**src/rtl/fc8_vga_capture.sv**
```systemverilog
// rtl/fc8_vga_capture.sv - passive VGA sink: sync tracking, active-pixel stream, frame statistics
// Define FC8_VGA_CAP_CRC_EN to build the CRC-16-CCITT frame checksum; otherwise frame_crc is 0.
module fc8_vga_capture #(
    parameter int COLOR_W  = 3,
    parameter int H_START  = 48,
    parameter int H_ACTIVE = 256,
    parameter int V_START  = 3,
    parameter int V_ACTIVE = 240
) (
    input  logic                   master_clk,
    input  logic                   master_rst_n,
    input  logic                   pix_ce,
    input  logic                   vga_hsync,
    input  logic                   vga_vsync,
    input  logic [COLOR_W-1:0]     vga_r,
    input  logic [COLOR_W-1:0]     vga_g,
    input  logic [COLOR_W-1:0]     vga_b,
    input  logic                   clr_err,
    output logic                   pix_valid,
    output logic [8:0]             pix_x,
    output logic [7:0]             pix_y,
    output logic [3*COLOR_W-1:0]   pix_rgb,
    output logic                   frame_done,
    output logic [15:0]            frame_count,
    output logic [9:0]             frame_lines,
    output logic [11:0]            line_period,
    output logic [16:0]            active_pix,
    output logic [15:0]            frame_crc,
    output logic                   err_line_len,
    output logic                   err_frame_short
);
    localparam int RGB_W = 3 * COLOR_W;

    localparam logic [0:0] ST_SEEK  = 1'b0;
    localparam logic [0:0] ST_FRAME = 1'b1;

    localparam logic [11:0] H_LO      = 12'(H_START);
    localparam logic [11:0] H_HI      = 12'(H_START + H_ACTIVE);
    localparam logic [9:0]  V_LO      = 10'(V_START);
    localparam logic [9:0]  V_HI      = 10'(V_START + V_ACTIVE);
    localparam logic [16:0] FRAME_PIX = 17'(H_ACTIVE * V_ACTIVE);

    logic [0:0]       state;
    logic             hs_q;
    logic             vs_q;
    logic             have_period;
    logic [11:0]      h_cnt;
    logic [9:0]       v_cnt;
    logic [16:0]      acc_pix;

    logic             hs_edge;
    logic             vs_edge;
    logic             frame_close;
    logic             active;
    logic             period_bad;
    logic [11:0]      h_period;
    logic [16:0]      acc_pix_nxt;
    logic [RGB_W-1:0] rgb;

    assign rgb         = {vga_r, vga_g, vga_b};
    assign hs_edge     = pix_ce && hs_q && !vga_hsync;
    assign vs_edge     = pix_ce && vs_q && !vga_vsync;
    assign frame_close = vs_edge && (state == ST_FRAME);
    assign active      = pix_ce && (state == ST_FRAME) && vga_hsync && vga_vsync &&
                         (h_cnt >= H_LO) && (h_cnt < H_HI) &&
                         (v_cnt >= V_LO) && (v_cnt < V_HI);
    assign h_period    = (h_cnt == 12'hFFF) ? 12'hFFF : h_cnt + 12'd1;
    // A coincident vsync opens a new frame first, so that hsync edge has no predecessor to compare.
    assign period_bad  = hs_edge && !vs_edge && (state == ST_FRAME) && have_period &&
                         (h_period != line_period);
    assign acc_pix_nxt = acc_pix + {16'd0, active};

    always_ff @(posedge master_clk or negedge master_rst_n) begin
        if (!master_rst_n) begin
            state       <= ST_SEEK;
            hs_q        <= 1'b1;
            vs_q        <= 1'b1;
            have_period <= 1'b0;
            h_cnt       <= 12'd0;
            v_cnt       <= 10'd0;
            acc_pix     <= 17'd0;
            pix_valid   <= 1'b0;
            pix_x       <= 9'd0;
            pix_y       <= 8'd0;
            pix_rgb     <= '0;
            frame_done  <= 1'b0;
            frame_count <= 16'd0;
            frame_lines <= 10'd0;
            line_period <= 12'd0;
            active_pix  <= 17'd0;
        end else begin
            pix_valid  <= 1'b0;
            frame_done <= 1'b0;
            if (pix_ce) begin
                hs_q <= vga_hsync;
                vs_q <= vga_vsync;

                if (hs_edge)
                    h_cnt <= 12'd0;
                else if (h_cnt != 12'hFFF)
                    h_cnt <= h_cnt + 12'd1;

                if (vs_edge)
                    v_cnt <= 10'd0;
                else if (hs_edge && v_cnt != 10'h3FF)
                    v_cnt <= v_cnt + 10'd1;

                if (hs_edge)
                    line_period <= h_period;

                if (vs_edge) begin
                    state       <= ST_FRAME;
                    have_period <= hs_edge;
                    acc_pix     <= 17'd0;
                end else begin
                    if (hs_edge)
                        have_period <= 1'b1;
                    acc_pix <= acc_pix_nxt;
                end

                if (active) begin
                    pix_valid <= 1'b1;
                    pix_x     <= 9'(h_cnt - H_LO);
                    pix_y     <= 8'(v_cnt - V_LO);
                    pix_rgb   <= rgb;
                end

                if (frame_close) begin
                    frame_done  <= 1'b1;
                    frame_count <= frame_count + 16'd1;
                    frame_lines <= v_cnt;
                    active_pix  <= acc_pix_nxt;
                end
            end
        end
    end

    always_ff @(posedge master_clk or negedge master_rst_n) begin
        if (!master_rst_n) begin
            err_line_len    <= 1'b0;
            err_frame_short <= 1'b0;
        end else begin
            if (period_bad)
                err_line_len <= 1'b1;
            else if (clr_err)
                err_line_len <= 1'b0;

            if (frame_close && acc_pix_nxt != FRAME_PIX)
                err_frame_short <= 1'b1;
            else if (clr_err)
                err_frame_short <= 1'b0;
        end
    end

`ifdef FC8_VGA_CAP_CRC_EN
    // One pixel per strobe: all RGB bits are folded in a single cycle, MSB of r first.
    function automatic logic [15:0] crc_update(input logic [15:0] crc_in,
                                               input logic [RGB_W-1:0] data);
        logic [15:0] c;
        c = crc_in;
        for (int i = RGB_W - 1; i >= 0; i--)
            c = {c[14:0], 1'b0} ^ ((c[15] ^ data[i]) ? 16'h1021 : 16'h0000);
        return c;
    endfunction

    logic [15:0] acc_crc;
    logic [15:0] acc_crc_nxt;

    assign acc_crc_nxt = active ? crc_update(acc_crc, rgb) : acc_crc;

    always_ff @(posedge master_clk or negedge master_rst_n) begin
        if (!master_rst_n) begin
            acc_crc   <= 16'hFFFF;
            frame_crc <= 16'h0000;
        end else if (pix_ce) begin
            if (frame_close)
                frame_crc <= acc_crc_nxt;
            acc_crc <= vs_edge ? 16'hFFFF : acc_crc_nxt;
        end
    end
`else
    assign frame_crc = 16'h0000;
`endif

endmodule

```
**config.mk**
```make
export PLATFORM = sky130hd
export DESIGN_NAME = fc8_vga_capture
export DESIGN_NICKNAME = d
export VERILOG_FILES = /design/src/rtl/fc8_vga_capture.sv
export SDC_FILE = /design/constraint.sdc
export NUM_CORES = 1
export LEC_CHECK = 0
export ABC_AREA = 0
export CORE_ASPECT_RATIO = 2
export CORE_MARGIN = 4
export CORE_UTILIZATION = 40
export CTS_BUF_LIST = sky130_fd_sc_hd__clkbuf_8
export DETAILED_ROUTE_END_ITERATION = 10
export PLACE_DENSITY_LB_ADDON = 0.25
export SYNTH_ARGS = -nofsm -noshare
export SYNTH_HDL_FRONTEND = slang
export SYNTH_SLANG_ARGS = --single-unit
export TNS_END_PERCENT = 50
```
**constraint.sdc**
```tcl
create_clock -name master_clk -period 10.05 [get_ports master_clk]
set_clock_uncertainty 0.1 [all_clocks]
set_input_delay 3.015 -clock master_clk [delete_from_list [all_inputs] [get_ports master_clk]]
set_output_delay 3.015 -clock master_clk [all_outputs]
set_load 0.02 [all_outputs]
```
; ---- Word-level counts from Yosys, hierarchy flattened
; Index checks and enable logic that the tools add are counted.
; Widths: inputs -> output; s select.
[op_classes]
magnitude_cmp = 4
mux = 15
reduce_logical = 33
n_eq_ne = 5
addsub = 6
[op_table]
columns = operator, count
row1 = $mux 12, 3
row2 = $mux 10, 2
row3 = $logic_and 1x1->1, 18
row4 = $add 17x1->17, 1
row5 = $mux 17, 1
row6 = $ne 17x16->1 const B, 1
row7 = $add 16x1->16 const B, 1
row8 = $reduce_and 2->1, 7
row9 = $add 12x1->12 const B, 1
row10 = $eq 12x12->1 const B, 1
row11 = $ge 12x6->1 const B, 1
row12 = $lt 12x9->1 const B, 1
row13 = $ne 12x12->1, 1
row14 = $ne 12x12->1 const B, 1
row15 = $add 10x1->10 const B, 1
row16 = $ge 10x2->1 const B, 1
row17 = $lt 10x8->1 const B, 1
row18 = $ne 10x10->1 const B, 1
row19 = $reduce_bool 2->1, 5
row20 = $mux 1, 9
row21 = $sub 9x6->9 const B, 1
row22 = $sub 8x2->8 const B, 1
row23 = $logic_not 1->1, 3
[totals]
reg_bits = 128
elab_cells = 81
output_inout_bits = 101
input_bits = 15

; ---- Depth between registers and ports, before layout
[logic_depth]
ltp_word = 11
ltp_mapped = 15
mapped_depth_nobuf = 13

; ---- Least setup slack after synthesis
; Ideal clock, no wire load.
[synth_path]
path_kind = input to register
from = input port pix_ce
to = register acc_pix[15]
setup_ns = 0.083
path_stages = 14
required_time_ns = 9.867
path_slack_ns = 4.504
arrival_time_ns = 5.364
cell_sequence = buf_2 > nand2_1 > nor4_1 > nand4_1 > clkbuf_1 > inv_1 > ha_1 > and2_1 > clkbuf_1 > nand3_1 > nor3_2 > nand4_1 > or3_1 > o21ai_0
[synth_between]
elab_chain_cells = 9
word_cells_on_any_way = 11
cone_classes = add/sub: 1 / mux: 1 / reduce/logical: 9
[synth_lines]
columns = item, line_no
row1 = "start, declared", 12  ; input logic pix_ce,
row2 = $logic_and 1x1->1 (4 in a row), 64  ; assign active = pix_ce && (state == ST_FRAME) && vga_hsync && vga_vsync &&
row3 = $logic_and 1x1->1 (2 in a row), 65  ; (h_cnt >= H_LO) && (h_cnt < H_HI) &&
row4 = $logic_and 1x1->1, 66  ; (v_cnt >= V_LO) && (v_cnt < V_HI);
row5 = $add 17x1->17, 71  ; assign acc_pix_nxt = acc_pix + {16'd0, active};
row6 = $mux 17, 111  ; if (vs_edge) begin
row7 = "end signal, assigned", 118  ; acc_pix <= acc_pix_nxt;
row8 = "end, declared", 49  ; logic [16:0] acc_pix;
; Several ways; a longest one is shown, not always the timed one.
; A chain may end at the register's enable or synchronous reset.

; ---- Final worst setup path
[layout_path]
from = input port pix_ce
to = register frame_count[8]
[layout_between]
elab_chain_cells = 4
[layout_lines]
columns = item, line_no
row1 = $logic_and 1x1->1 (2 in a row), 62  ; assign vs_edge = pix_ce && vs_q && !vga_vsync;
row2 = $logic_and 1x1->1, 63  ; assign frame_close = vs_edge && (state == ST_FRAME);
row3 = $reduce_and 2->1 (no line) *, --
row4 = "end signal, assigned", 130  ; frame_count <= frame_count + 16'd1;
row5 = "end, declared", 24  ; output logic [15:0] frame_count,
; Mark *: on every way between the ends. The rest lies on a longest branch, timed or not.

==> results.md <==
- CP peak stage delay: 890 ps
- Syn Inst Count: 663
- Min Tclk post-route: 6040 ps
- Yosys top cell area share: 0.494
- Fmax: 0.165 GHz
- Die area: 18200 µm²
- First-pass GRT wire length: 25.8 mm
- Clock sinks: 128
- R2R Path Start: v_cnt[0]$_DFFE_PN0P_
- Rel. slew slack: 0.348
- Critical path fanouts, max: 47
- Clock power frac: 0.323
- Internal cell power: 869 µW
- Final net count: 766
- Setup TNS: 0 ps
- Largest net degree at the start of global routing: 80
- Post-synthesis sequential area ratio: 0.502
- Worst path arrival time: 6290 ps
- Unrepaired setup endpoints after global routing: no
- Power share of the sequential group: 0.478
- TritonCTS Buffers: 17
- Yosys top cell by area: dfrtp_1
- DRC: 0
- Initial antenna violation count: 0
- CTS tree: done
- Hold-critical path depth: 1
- Outcome: completed
- Synthesized flop and latch total: 128
- Avg Cell Area, Syn: 9.63 µm²
- PortBufs: 99
- Share of layout cells above drive strength 1: 0.0885
- Pins over their slew limit: 0
- Core Rows: 65
- Hold Path End: frame_count[15]$_DFFE_PN0P_
- Hold/Removal Path Class: flip-flop to flip-flop
- # setup viols final: 0
- Crit-path slowest cell: clkdlybuf4s50_1
- Antenna Cells: 0
- RR Endpoint: acc_pix[15]$_DFFE_PN0P_
- Total grt overflow: 0
- Async SR Flop Fraction: 1.00
- CTS clk-pin slew, worst paths: 80 ps
- Layout area overhead: 22.1%
- Worst slew pin tran: 977 ps
- First-pass iteration count of the detailed router: 4
- Global-route usage over all layers: 0.177
- Detailed Place HPWL: 11.5 mm
- Cts hold-fix bufs: 0
- Vias per cell: 5.19
- Die span in x: 97.3 µm
- Combinational power share: 0.200
- Crit path cell chain: clkdlybuf4s50_1, and3b_1, nand2_1, buf_4, inv_1, nand4_1, nor2_1, nand4_1, xnor2_1
- Drt initial violations: 139
- IO Count: 116
- Setup slack, reg-to-reg: 6410 ps
- CTS root buffer: clkbuf_8
- Initial Util: 0.407
- Final cell utilization of the core: 0.496
- Setup crit end kind: flip-flop
- WS Path Type: input pin to flip-flop
- Hold_sp: frame_count[15]$_DFFE_PN0P_
- Worst setup SP type: input pin
- Tcrit/Tclk final: 0.601
- ANT nets after route: 0
- CORE AREA: 15700 µm²
- Pwr Density: 167 nW/µm²
- Crit-path most repeated cell: nand4_1
- Leakage: 3.46 nW
- Netlist cell types: 56
- Max Cap Viol: 0
- Total routed wirelength: 15.6 mm
- H-tree depth: 4
- Largest cells by area after synthesis: dfrtp_1 49%, nand2_1 6.9%, xnor2_1 5.4%
- Commonest non-fill, non-tap cell in the layout: dfrtp_1
- Switching part of the total: 0.330
- Worst path required time: 10290 ps
- Most frequent cells in the layout: 126 x dfrtp_1, 117 x nand2_1, 98 x clkdlybuf4s50_1
- P_sw: 429 µW
- Die Height: 187 µm
- Post-Syn Area: 6380 µm²
- R2R depth: 13
- Placer Congestion: 0.890
- Drt wl/cell: 16.3 µm
- CTS Buffer Depth: 2
- Resize count post-CTS: 0
- Vias: 4969
- Worst ir drop on vdd: 0.0951 mV
- Post-synth EDFFs: 0
- YS warnings: 0
- Prevailing post-synth register cell: dfrtp_1
- Final Hold Vio Count: 0
- Post-CTS setup buffer count: 0
- Clk Latency, worst-skew pair: 450 ps
- Number of global-route vias before repair: 5181
[synth_stat cells, types with 11 or more instances]
cell / instances
dfrtp_1: 126
nand2_1: 117
o21ai_0: 51
nor2_1: 45
xnor2_1: 39
clkbuf_1: 30
xor2_1: 29
nand3_1: 25
buf_4: 20
inv_1: 15
mux2_2: 15
nand4_1: 14
a21oi_1: 13
and3_1: 11
[power groups by stage]
stage,Sequential (mW),Combinational [mW],Clock (mW)
4_1_cts,0.620,0.264,0.434
5_1_grt,0.626,0.286,0.456
3_3_place_gp,0.627,0.258,0
6_report,0.620,0.259,0.419
3_5_place_dp,0.630,0.261,0
2_1_floorplan,0.626,0.161,0
[layer usage]
layer,GRT usage,vias up,share of wire
li1,-,2391,-
met1,0.174,2422,0.36
met2,0.337,123,0.57
met3,0.0415,33,0.039
met4,0.0880,0,0.035
met5,0,-,0
[cells by family (layout without fill, tap and decap cells)]
logic type                 count (synthesis)  after routing  synth area share
adders and majority gates                  7              7            0.0137
and+or+nand+nor                          262            262             0.197
muxes                                     20             20            0.0343
other                                      1             16          0.000588
buffers and inverters                     71            150            0.0547
DFF                                      128            128             0.502
AOI/OAI and AO/OA                        105            105             0.100
xor gates and xnor gates                  69             69            0.0968
[cell type report]
type / count / area [µm²]
repair buffers: 103 / 1020
multi-input cells: 479 / 2890
inverters: 15 / 56.3
well taps: 201 / 251
clock buffers: 17 / 234
flip-flops and latches: 128 / 3210
fillers: 1469 / 7900
clock inverters: 15 / 138
[state kept, by name (all words and copies together), names as in the netlist, 8 cells and up]
name / count
v_cnt: 10
pix_x: 9
acc_pix: 17
frame_count: 16
line_period: 12
pix_rgb: 9
active_pix: 17
h_cnt: 12
pix_y: 8
frame_lines: 10
[worst max path at each step]
stage	start	endpoint	slack, ps	cells past startpoint
2_1_floorplan	pix_ce	acc_pix[15]$_DFFE_PN0P_	4500	14
3_3_place_gp	pix_ce	frame_count[8]$_DFFE_PN0P_	3680	9
3_5_place_dp	pix_ce	frame_count[8]$_DFFE_PN0P_	3560	9
4_1_cts	pix_ce	frame_count[8]$_DFFE_PN0P_	4040	9
5_1_grt	pix_ce	acc_pix[15]$_DFFE_PN0P_	3700	12
6_report	pix_ce	frame_count[8]$_DFFE_PN0P_	4010	9
[per-stage QoR]
stage	setup WS (ps)	total power, mW	cell area [µm²]	hold slack, ps	cells
3_3_place_gp	3680	0.885	7420	362	926
3_5_place_dp	3560	0.891	7420	367	926
5_1_grt	3700	1.37	7790	406	958
6_report	4010	1.30	7790	376	958
2_1_floorplan	4500	0.787	6440	347	678
4_1_cts	4040	1.32	7790	383	958
[critical path: cells and delay by family]
| family | cells | cell delay (ps) |
|---|---|---|
| buffers and inverters | 3 | 1550 |
| XOR/XNOR | 1 | 150 |
| AND/OR/NAND/NOR | 5 | 1560 |
Note: power is estimated with default switching activity, not from simulation.
